<file path="src/rtl/ram32m_hist_ctrl_pkg.sv">
// Shared types and default widths for the histogram RAM sequencer.
package hist_pkg;

    localparam int WIDTH_DEF     = 8;
    localparam int ADDRWIDTH_DEF = 5;
    localparam int CNT_W_DEF     = 16;
    localparam int FLUSH_CYCLES  = 1;

    typedef enum logic [1:0] {
        IDLE  = 2'd0,
        ACCUM = 2'd1,
        FLUSH = 2'd2,
        DRAIN = 2'd3
    } state_t;

endpackage

</file>
<file path="src/rtl/ram32m_hist_ctrl.sv">
// Sequencer for a read-increment-write counter RAM: hazard-spaced bin
// increments, then a full sweep streamed out as a dump.
//
// state | meaning
// IDLE  | waiting for start (ignored while the final dump beat is pending)
// ACCUM | accepting bins; same-address back-to-back gets one bubble
// FLUSH | one quiet cycle so the last write commits
// DRAIN | sweep all addresses; dump beats trail by one cycle
module ram32m_hist_ctrl
    import hist_pkg::*;
#(
    parameter int WIDTH     = WIDTH_DEF,
    parameter int ADDRWIDTH = ADDRWIDTH_DEF,
    parameter int CNT_W     = CNT_W_DEF
) (
    input  logic                 clk,
    input  logic                 rst_n,
    input  logic                 start,
    input  logic [CNT_W-1:0]     nsamp,
    input  logic                 bin_valid,
    output logic                 bin_ready,
    input  logic [ADDRWIDTH-1:0] bin_addr,
    output logic [ADDRWIDTH-1:0] raddr_out,
    output logic [ADDRWIDTH-1:0] waddr_out,
    output logic                 we_out,
    input  logic [WIDTH-1:0]     rdata_in,
    output logic                 dump_valid,
    output logic [ADDRWIDTH-1:0] dump_addr,
    output logic [WIDTH-1:0]     dump_data,
    output logic                 busy,
    output logic                 done
);

    localparam logic [ADDRWIDTH-1:0] ADDR_MAX = '1;

    state_t               state, state_nx;
    logic [CNT_W-1:0]     remaining, remaining_nx;
    logic [ADDRWIDTH-1:0] last_addr;
    logic                 last_we;
    logic [ADDRWIDTH-1:0] drain_cnt;
    logic                 dump_valid_q;
    logic [ADDRWIDTH-1:0] dump_addr_q;
    logic                 hazard;
    logic                 accept;

    always_comb begin
        state_nx     = state;
        remaining_nx = remaining;
        bin_ready    = 1'b0;
        accept       = 1'b0;
        we_out       = 1'b0;
        raddr_out    = '0;
        hazard       = last_we && (bin_addr == last_addr);
        case (state)
            IDLE: begin
                if (start && !dump_valid_q) begin
                    remaining_nx = nsamp;
                    state_nx     = (nsamp != '0) ? ACCUM : FLUSH;
                end
            end
            ACCUM: begin
                bin_ready = !hazard;
                accept    = bin_valid && !hazard;
                we_out    = accept;
                raddr_out = accept ? bin_addr : last_addr;
                if (accept) begin
                    remaining_nx = remaining - CNT_W'(1);
                    if (remaining == CNT_W'(1))
                        state_nx = FLUSH;
                end
            end
            FLUSH: begin
                raddr_out = last_addr;
                state_nx  = DRAIN;
            end
            DRAIN: begin
                raddr_out = drain_cnt;
                if (drain_cnt == ADDR_MAX)
                    state_nx = IDLE;
            end
            default: state_nx = IDLE;
        endcase
    end

    // RAM writes back to the address it read, so both ports share one address
    assign waddr_out  = raddr_out;
    assign dump_valid = dump_valid_q;
    assign dump_addr  = dump_addr_q;
    assign dump_data  = rdata_in;
    assign done       = dump_valid_q && (dump_addr_q == ADDR_MAX);
    assign busy       = (state != IDLE) || dump_valid_q;

    always_ff @(posedge clk or negedge rst_n) begin
        if (!rst_n) begin
            state        <= IDLE;
            remaining    <= '0;
            last_addr    <= '0;
            last_we      <= 1'b0;
            drain_cnt    <= '0;
            dump_valid_q <= 1'b0;
            dump_addr_q  <= '0;
        end else begin
            state        <= state_nx;
            remaining    <= remaining_nx;
            last_we      <= accept;
            if (accept)
                last_addr <= bin_addr;
            dump_valid_q <= (state == DRAIN);
            dump_addr_q  <= drain_cnt;
            if (state == DRAIN)
                drain_cnt <= drain_cnt + ADDRWIDTH'(1);
            else
                drain_cnt <= '0;
        end
    end

endmodule

</file>
<file path="config.mk">
export PLATFORM = sky130hd
export DESIGN_NAME = ram32m_hist_ctrl
export DESIGN_NICKNAME = d
export VERILOG_FILES = /design/src/rtl/ram32m_hist_ctrl_pkg.sv /design/src/rtl/ram32m_hist_ctrl.sv
export SDC_FILE = /design/constraint.sdc
export NUM_CORES = 1
export LEC_CHECK = 0
export ABC_AREA = 1
export BUFFER_PORTS_ARGS = -buffer_cell sky130_fd_sc_hd__buf_2
export CORE_ASPECT_RATIO = 0.7
export CORE_MARGIN = 2
export CORE_UTILIZATION = 40
export DETAILED_ROUTE_END_ITERATION = 6
export GPL_ROUTABILITY_DRIVEN = 1
export PLACE_DENSITY = 0.71
export SKIP_CTS_REPAIR_TIMING = 1
export SLEW_MARGIN = 20
export SYNTH_ARGS = -nofsm -noshare
export SYNTH_HDL_FRONTEND = slang
export SYNTH_SLANG_ARGS = --single-unit
</file>
<file path="constraint.sdc">
create_clock -name clk -period 1.69 [get_ports clk]
set_input_delay 0.169 -clock clk [delete_from_list [all_inputs] [get_ports clk]]
set_output_delay 0.169 -clock clk [all_outputs]
set_load 0.005 [all_outputs]
</file>
After elaboration in Yosys (flattened, before gate mapping)
Index checks and enable logic that the tools add are counted.

operators by class
  $add $sub $neg = 2
  multiply operators = 0
  div/mod/pow operators = 0
  order comparisons = 0
  equal/unequal tests = 11
  shifts and indexed selects = 0
  mux-type cells = 14
  bitwise operators = 0
  reduce and logical (&&, ||, !) cells = 13

operators by type and width
  operator                 number
  $mux W16                 2
  $pmux W16 S2             1
  $eq A16 B1 Y1 const B    1
  $reduce_bool A16 Y1      1
  $sub A16 B1 Y16 const B  1
  $pmux W5 S3              1
  $eq A5 B5 Y1 const B     2
  $mux W2                  5
  $mux W5                  2
  $ne A2 B2 Y1 const B     4
  $pmux W2 S4              1
  $add A5 B1 Y5 const B    1
  $eq A5 B5 Y1             1
  $eq A2 B2 Y1 const B     2
  $logic_and A1 B1 Y1      4
  $reduce_and A4 Y1        1
  $reduce_bool A2 Y1       2
  $reduce_and A3 Y1        1
  $eq A2 B1 Y1 const B     1
  $logic_not A1 Y1         2
  $logic_not A2 Y1         1
  $mux W1                  2
  $logic_or A1 B1 Y1       1

storage, ports and cells
  bits in registers = 35
  latch bits = 0
  memory bits (writable) = 0
  ROM bits = 0
  input port bits = 33
  output and inout port bits = 28
  word-level logic and storage cells = 47
  memories kept = 0

Logic depth before layout (Yosys ltp)
Gate-level depths: netlist of the first run.

  depth after elaboration = 6
  mapped depth = 11
  mapped depth without buffers = 11

Worst setup path after synthesis of the first run
No wires, ideal clock.

  kind = flip-flop to flip-flop
  from = register state[1]
  to = register remaining[1]
  setup time = 123 ps
  arrival = 1,515 ps
  data required time = 1,567 ps
  setup slack = 51 ps
  stages on the path, launching flop included = 9
  buffers on the path = 1
  period minus slack after synthesis = 1,639 ps
  cell sequence = dfrtp_1 > inv_1 > ha_1 > inv_2 > a21oi_1 > nand2_8 > buf_12 > nand2_2 > o21ai_2

between the ends
  longest elaborated chain between the ends = 3
  elaborated cells between the ends (all ways) = 7
  classes of those cells = eq/ne (3); mux (1); reduce/logical (3)

ends and longest elaborated chain
  item                                                                 RTL line                 RTL
  start, declared                                                      ram32m_hist_ctrl.sv:36   state_t state, state_nx;
  start signal, assigned                                               ram32m_hist_ctrl.sv:103  state <= state_nx;
  $eq A2 B1 Y1 or $logic_not A2 Y1 (tied branches)                     ram32m_hist_ctrl.sv:54   case (state)
  $ne A2 B2 Y1 (no source line) or $reduce_bool A2 Y1 (tied branches)  --
  $reduce_and A3 Y1 (no source line)                                   --
  end signal, assigned                                                 ram32m_hist_ctrl.sv:104  remaining <= remaining_nx;
  end, declared                                                        ram32m_hist_ctrl.sv:37   logic [CNT_W-1:0] remaining, remaining_nx;

Several ways; a longest one is shown, not always the timed one.
A chain may end at the register's enable or synchronous reset.

Worst setup path in the final report of the first run
  from = register last_addr[2]
  to = output raddr_out[3]

between the ends
  longest elaborated chain between the ends = 6

ends and longest elaborated chain
  item                    RTL line                 RTL
  start, declared         ram32m_hist_ctrl.sv:38   logic [ADDRWIDTH-1:0] last_addr;
  start signal, assigned  ram32m_hist_ctrl.sv:107  last_addr <= bin_addr;
  $eq A5 B5 Y1            ram32m_hist_ctrl.sv:53   hazard = last_we && (bin_addr == last_addr);
  $logic_and A1 B1 Y1     ram32m_hist_ctrl.sv:53
  $logic_not A1 Y1        ram32m_hist_ctrl.sv:63   accept = bin_valid && !hazard;
  $logic_and A1 B1 Y1     ram32m_hist_ctrl.sv:63
  $mux W5                 ram32m_hist_ctrl.sv:65   raddr_out = accept ? bin_addr : last_addr;
  $pmux W5 S3             ram32m_hist_ctrl.sv:54
  end, declared           ram32m_hist_ctrl.sv:23   output logic [ADDRWIDTH-1:0] raddr_out,

Every way passes these cells.

==> results of run 1 <==
-- cells by family after synthesis --
family / Yosys count / share of synthesized area [%]
XOR/XNOR: 6 / 2.10
multiplexers: 4 / 1.60
flip-flops: 35 / 35.1
AO/OA/AOI/OAI: 41 / 9.82
buffers and inverters: 66 / 13.4
AND/OR/NAND/NOR: 189 / 33.6
adder cells (fa/ha/maj): 9 / 4.51
-- worst max-delay path: stages, from the launching register on --
cell and delay (ns):
dfrtp_1 0.35, inv_1 0.08, nand2_1 0.07, nand2_1 0.06
nor2_2 0.12, nand3_2 0.16, nand2_4 0.18, nand3_2 0.09
nand3_2 0.09, nand2_2 0.05, inv_2 0.05, buf_2 0.10
-- area by class of cell --
class | count | share of cell area (%)
tap | 78 | 3.08
timing repair buffer | 70 | 14.3
clock buffer | 5 | 2.17
multi-input combinational | 251 | 45.9
inverter | 45 | 5.49
sequential | 35 | 27.7
clock inverter | 3 | 1.38
-- state kept, by name, summed over array words and instances, names as in the netlist --
name        count
remaining      16
drain_cnt       5
dump_addr       5
dump_valid      1
last_addr       5
last_we         1
state           2
-- synthesized netlist by cell type --
cell	n	share of area [%]
a21boi_0	1	0.30
a21oi_1	9	1.8
a31o_2	1	0.35
buf_12	2	1.6
buf_2	4	0.80
buf_4	13	3.9
clkbuf_1	2	0.30
dfrtp_1	35	35
ha_1	9	4.5
inv_1	42	6.3
inv_2	3	0.45
mux2i_1	4	1.6
nand2_1	99	15
nand2_2	8	2.0
nand2_4	2	0.90
nand2_8	1	0.80
nand3_1	27	5.4
nand3_2	1	0.40
nand3b_1	1	0.30
nand4_1	7	1.8
nor2_1	39	5.9
nor2_2	2	0.50
nor2_4	1	0.45
nor3b_1	1	0.30
o21a_1	1	0.30
o21ai_0	20	4.0
o21ai_2	8	2.8
o22ai_1	1	0.25
xnor2_1	1	0.35
xor2_1	5	1.8
-- path summary, 6_finish.rpt --
kind / slack [ns] / from / cells past startpoint / end
max: -0.17 / last_addr[2] / 11 / raddr_out[3]
min: 0.11 / bin_addr[2] / 3 / last_addr[2]
max reg2reg: 0.06 / last_addr[2] / 12 / remaining[10]
min reg2reg: 0.41 / drain_cnt[4] / 0 / dump_addr[4]
max in group asynchronous: 0.91 / rst_n / 3 / remaining[0]
min in group asynchronous: 0.44 / rst_n / 3 / last_addr[2]
-- power by group --
group	internal [µW]	switching [µW]	total [µW]	leakage (µW)
Combinational	1520	2100	3620	0.00117
Sequential	1160	342	1500	0.000449
Clock	439	333	772	0.0000581
-- through the flow --
stage          cell area [µm²]  setup slack (ns)  total power (µW)  hold WS (ns)  utilization, %
2_1_floorplan             2500            0.0515              3670        -0.127               -
3_3_place_gp              2750            0.0159              4190         0.230            44.9
3_5_place_dp              2750           -0.0622              4270         0.237            44.9
4_1_cts                   2860            -0.282              5040       -0.0817            46.7
5_1_grt                   3170            -0.283              6370         0.139            51.8
6_report                  3170            -0.172              5890         0.111            51.8
-- layout by cell type, fill, tap and decap left out, types with 2 or more instances in the layout --
cell / Yosys / layout
buf_12: 2 / 2
mux2i_1: 4 / 4
ha_2: 0 / 4
a21oi_1: 9 / 5
nand2_1: 99 / 94
dfrtp_1: 35 / 34
o21ai_2: 8 / 9
nand4_1: 7 / 7
a21oi_2: 0 / 2
clkbuf_8: 0 / 5
nand3_2: 1 / 8
xor2_1: 5 / 5
buf_4: 13 / 21
inv_2: 3 / 9
nand3_1: 27 / 20
nor2_4: 1 / 5
nand2_2: 8 / 13
inv_1: 42 / 35
ha_1: 9 / 5
nor2_1: 39 / 33
nor2_2: 2 / 4
nand2_8: 1 / 3
nand2_4: 2 / 2
a21oi_4: 0 / 2
o21ai_0: 20 / 18
buf_2: 4 / 44
-- per-layer routing --
layer | track usage [%] | vias up
met4 | 5.94 | 0
met3 | 4.10 | 10
met5 | 0 | -
met2 | 26.8 | 65
met1 | 26.2 | 1107
li1 | - | 1214
==> out/metrics.cfg, run 1 <==
[synthesis]
synth.cell_area_mm2 = 0.00250
synthesis.instances = 350
synth_seq_cells = 35
yosysUniqueCellTypes = 30
seq_area_frac_synth_pct = 35.1
synth_warnings = 0
syn_area_per_cell_um2 = 7.14
synthesis.nets = 392

[power]
leakagePower_uw = 0.00167
ir_worst_vdd_mv = 0.630
powerDensity_mw_per_mm2 = 1860

[route]
wl_met1_um = 3020
dr.pass1.iters = 4
wl_met3_um = 359
drc = 0
vias = 2396
drt_wl_total_um = 6350
dr_wl_met2_um = 2890
top_layer = met4
via_per_inst = 4.92
avgRoutedWirePerCell_um = 13.0
antenna_left = 0
drt_iter0_drc = 178

[setup_path]
required_ns = 1.52
start_kind = register
worstPathArrival_ns = 1.69
cp-end-kind = output port
cp_max_fo = 6
crit_type = register to output port

[floorplanning]
dieArea_mm2 = 0.00690
num_rows = 24
core_mm2 = 0.00613
initial_core_util_pct = 40.8
dieHeight_um = 70.1
die_w_um = 98.5
ios = 61

[final_layout]
ff_latch_area_um2 = 877
fin_nets = 450
area_delta_synth_final_pct = 26.9
num_antenna_cells = 0
multi_input_area_mm2 = 0.00146
stdcell_count = 487
n_fill_cell = 554
drive_gt1_share_pct = 34.5

[global_route]
grt_max_degree = 36
antenna_found_initial = 0
globalRouteTotalUtil_pct = 18.1
grt_overflow = 0
grt_pass1_wl_um = 10100
grt_pass1_vias = 2167

[place]
globalplace.congestion = 0.851
port_buffers = 44
place_inst = 464
dp_hpwl_um = 4490

[flow_run]
maxCapViolCount = 0

[clocking]
cts_buffers = 5
cts_tree = yes
clk_latency_ns = 0.30
cts.clk_slew.worst_paths_ns = 0.07
clock_sinks = 35
clock_path_buffers = 2
htree_levels = 2
cts_root_buffer = clkbuf_8

[timing]
tns_ns = -1.11
finalCriticalPeriod_ns = 1.86
clock_skew_ns = 0.0105
fmax_ghz = 0.537
rsz0062_at_grt = true
slew_headroom_pct = 69.2
finalHoldViolCount = 0
setup_viol = 11
setup_slack_ns = -0.172
tightest_slew_ns = 0.462
final_max_slew_viol_count = 0
post-route-period-util_pct = 110

[worst_hold_path]
hp-class = primary input to register

[status]
outcome = complete, but fails checks
violations = negative setup slack

Note: power is estimated with default switching activity, not from simulation.
==> run 2: changes to the inputs <==
--- a/config.mk
+++ b/config.mk
@@ -6,7 +6,7 @@
 export NUM_CORES = 1
 export LEC_CHECK = 0
 export ABC_AREA = 1
-export BUFFER_PORTS_ARGS = -buffer_cell sky130_fd_sc_hd__buf_2
+export BUFFER_PORTS_ARGS = -buffer_cell sky130_fd_sc_hd__buf_4
 export CORE_ASPECT_RATIO = 0.7
 export CORE_MARGIN = 2
 export CORE_UTILIZATION = 40
==> run 2 against run 1 <==
The flow still finishes with violations (negative setup slack). First-iteration DRC count grew 7.3%. Via count rose by 1.2%. Count of clock-buffer cells in the layout is the same. Critical path type unchanged. Highest routed layer unchanged.
==> out/metrics.cfg, run 2 (synthesis results as in run 1) <==
[route]
dr.pass1.iters = 6  ; +2
antenna_left = 0  ; unchanged
via_per_inst = 4.98  ; +1.2%
drt_wl_total_um = 6730  ; +6.1%
vias = 2424  ; +1.2%
drt_iter0_drc = 191  ; +7.3%
avgRoutedWirePerCell_um = 13.8  ; +6.1%
drc = 0  ; unchanged

[power]
power_uw = 5990  ; +1.8%
leakagePower_uw = 0.00174  ; +3.7%
ir_worst_vdd_mv = 0.659  ; +4.6%
powerDensity_mw_per_mm2 = 1800  ; -2.8%

[global_route]
grt_pass1_vias = 2151  ; -0.74%
grt_pass1_wl_um = 9940  ; -1.4%
globalRouteTotalUtil_pct = 17.8  ; -0.29 points
grt_overflow = 0  ; unchanged
grt_max_degree = 36  ; unchanged
antenna_found_initial = 0  ; unchanged

[final_layout]
fin_nets = 450  ; unchanged
multi_input_area_mm2 = 0.00148  ; +1.7%
n_fill_cell = 584  ; +5.4%
regMostFlops = remaining
layout_commonest_cell = nand2_1
ff_latch_area_um2 = 878  ; +0.14%
drive_gt1_share_pct = 37.4  ; +2.9 points
num_antenna_cells = 0  ; unchanged
largest_register_ffs = 16  ; unchanged
layout_common_cells = 87 x nand2_1, 62 x buf_4, 34 x nor2_1, 33 x dfrtp_1, 31 x inv_1
finish.instance_area_mm2 = 0.00332  ; +4.8%
area_delta_synth_final_pct = 32.9

[place]
dpl_cell_area_mm2 = 0.00286  ; +4.0%
globalplace.congestion = 0.834  ; -2.0%
dp_hpwl_um = 4570  ; +1.8%
port_buffers = 44  ; unchanged

[timing]
setup_slack_ns = -0.158  ; +0.0135 ns
final_max_slew_viol_count = 0  ; unchanged
finalCriticalPeriod_ns = 1.85  ; -0.0135 ns
clock_skew_ns = 0.00775  ; -0.00278 ns
finalHoldViolCount = 0  ; unchanged
tightest_slew_ns = 0.453  ; -0.00897 ns
rsz0062_at_grt = true
setup_viol = 13  ; +2
slew_headroom_pct = 69.8  ; +0.60 points
fmax_ghz = 0.541  ; +0.73%
post-route-period-util_pct = 109  ; -0.80 points

[clocking]
clock_sinks = 35  ; unchanged
clk_latency_ns = 0.30  ; about the same
cts.clk_slew.worst_paths_ns = 0.08  ; about the same
cts_tree = yes
cts_buffers = 5  ; unchanged
cts_root_buffer = clkbuf_8
htree_levels = 2  ; unchanged
clock_path_buffers = 2  ; unchanged

[status]
outcome = complete, but fails checks
violations = negative setup slack

[floorplanning]
initial_core_util_pct = 40.8  ; unchanged
num_rows = 24  ; unchanged
core_mm2 = 0.00613  ; unchanged
dieArea_mm2 = 0.00690  ; unchanged
dieHeight_um = 70.1  ; unchanged
ios = 61  ; unchanged
die_w_um = 98.5  ; unchanged

[worst_hold_path]
hp-class = primary input to register

[setup_path]
worstPathArrival_ns = 1.68  ; about the same
required_ns = 1.52  ; about the same
start_kind = register
crit_type = register to output port
cp_max_fo = 6  ; unchanged
cp-end-kind = output port

[flow_run]
maxCapViolCount = 0  ; unchanged

[run 2: changes by cell type in the layout (fill, tap and decap cells not counted), sizes merged]
| cell | previous run | this run |
|---|---|---|
| buf | 69 | 68 |
| clkbuf | 5 | 6 |
[run 2: critical path, stage by stage (launching register included)]
cell     delay [ns]
dfrtp_1        0.42
inv_2          0.06
nand2_1        0.07
nand2_1        0.07
nor2_2         0.14
nand3_4        0.14
nand2_8        0.13
nand3_2        0.07
nand3_2        0.08
nand2_2        0.05
inv_2          0.07
buf_6          0.09
[run 2: final timing paths]
check | start | endpoint | slack, ns | cells past startpoint
setup / recovery | last_addr[0] | raddr_out[1] | -0.16 | 11
hold / removal | bin_addr[2] | last_addr[2] | 0.11 | 3
max in group asynchronous | rst_n | state[0] | 0.97 | 2
setup reg to reg | drain_cnt[0] | state[1] | -0.06 | 11
min in group asynchronous | rst_n | last_we | 0.36 | 2
hold reg to reg | drain_cnt[3] | dump_addr[3] | 0.44 | 0
[run 2: cell type report]
type                    count  area share, %
multi-input cells         251           44.6
flip-flops and latches     35           26.4
clock inverters             3           1.32
inverters                  45           5.31
clock buffers               5           2.07
repair buffers             70           17.4
well taps                  78           2.94
[run 2: through the flow]
stage / TNS, ns / std cells / hold slack, ns / util, % / worst slack (ns)
final: -1.10 / 487 / 0.115 / 54.2 / -0.158
after global routing: -2.42 / 487 / 0.149 / 54.2 / -0.246
after CTS: -2.48 / 472 / -0.165 / 48.5 / -0.250
after detailed placement: -0.225 / 464 / 0.155 / 46.7 / -0.0369
after global placement: 0 / 464 / 0.151 / 46.7 / 0.0178
after floorplan: 0 / 350 / -0.127 / - / 0.0515
[run 2: power breakdown]
part | internal (µW) | leakage [µW] | switching [µW]
sequential | 1160 | 0.000448 | 354
combinational | 1560 | 0.00123 | 2160
clock | 439 | 0.0000581 | 332
[run 2: routing by layer]
| metal | global-route usage (%) | vias up | wire length [µm] |
|---|---|---|---|
| met5 | 0 | - | 0 |
| met4 | 5.18 | 0 | 76 |
| met3 | 3.70 | 8 | 393 |
| met2 | 27.5 | 62 | 3220 |
| met1 | 25.3 | 1141 | 3040 |
| li1 | - | 1213 | - |
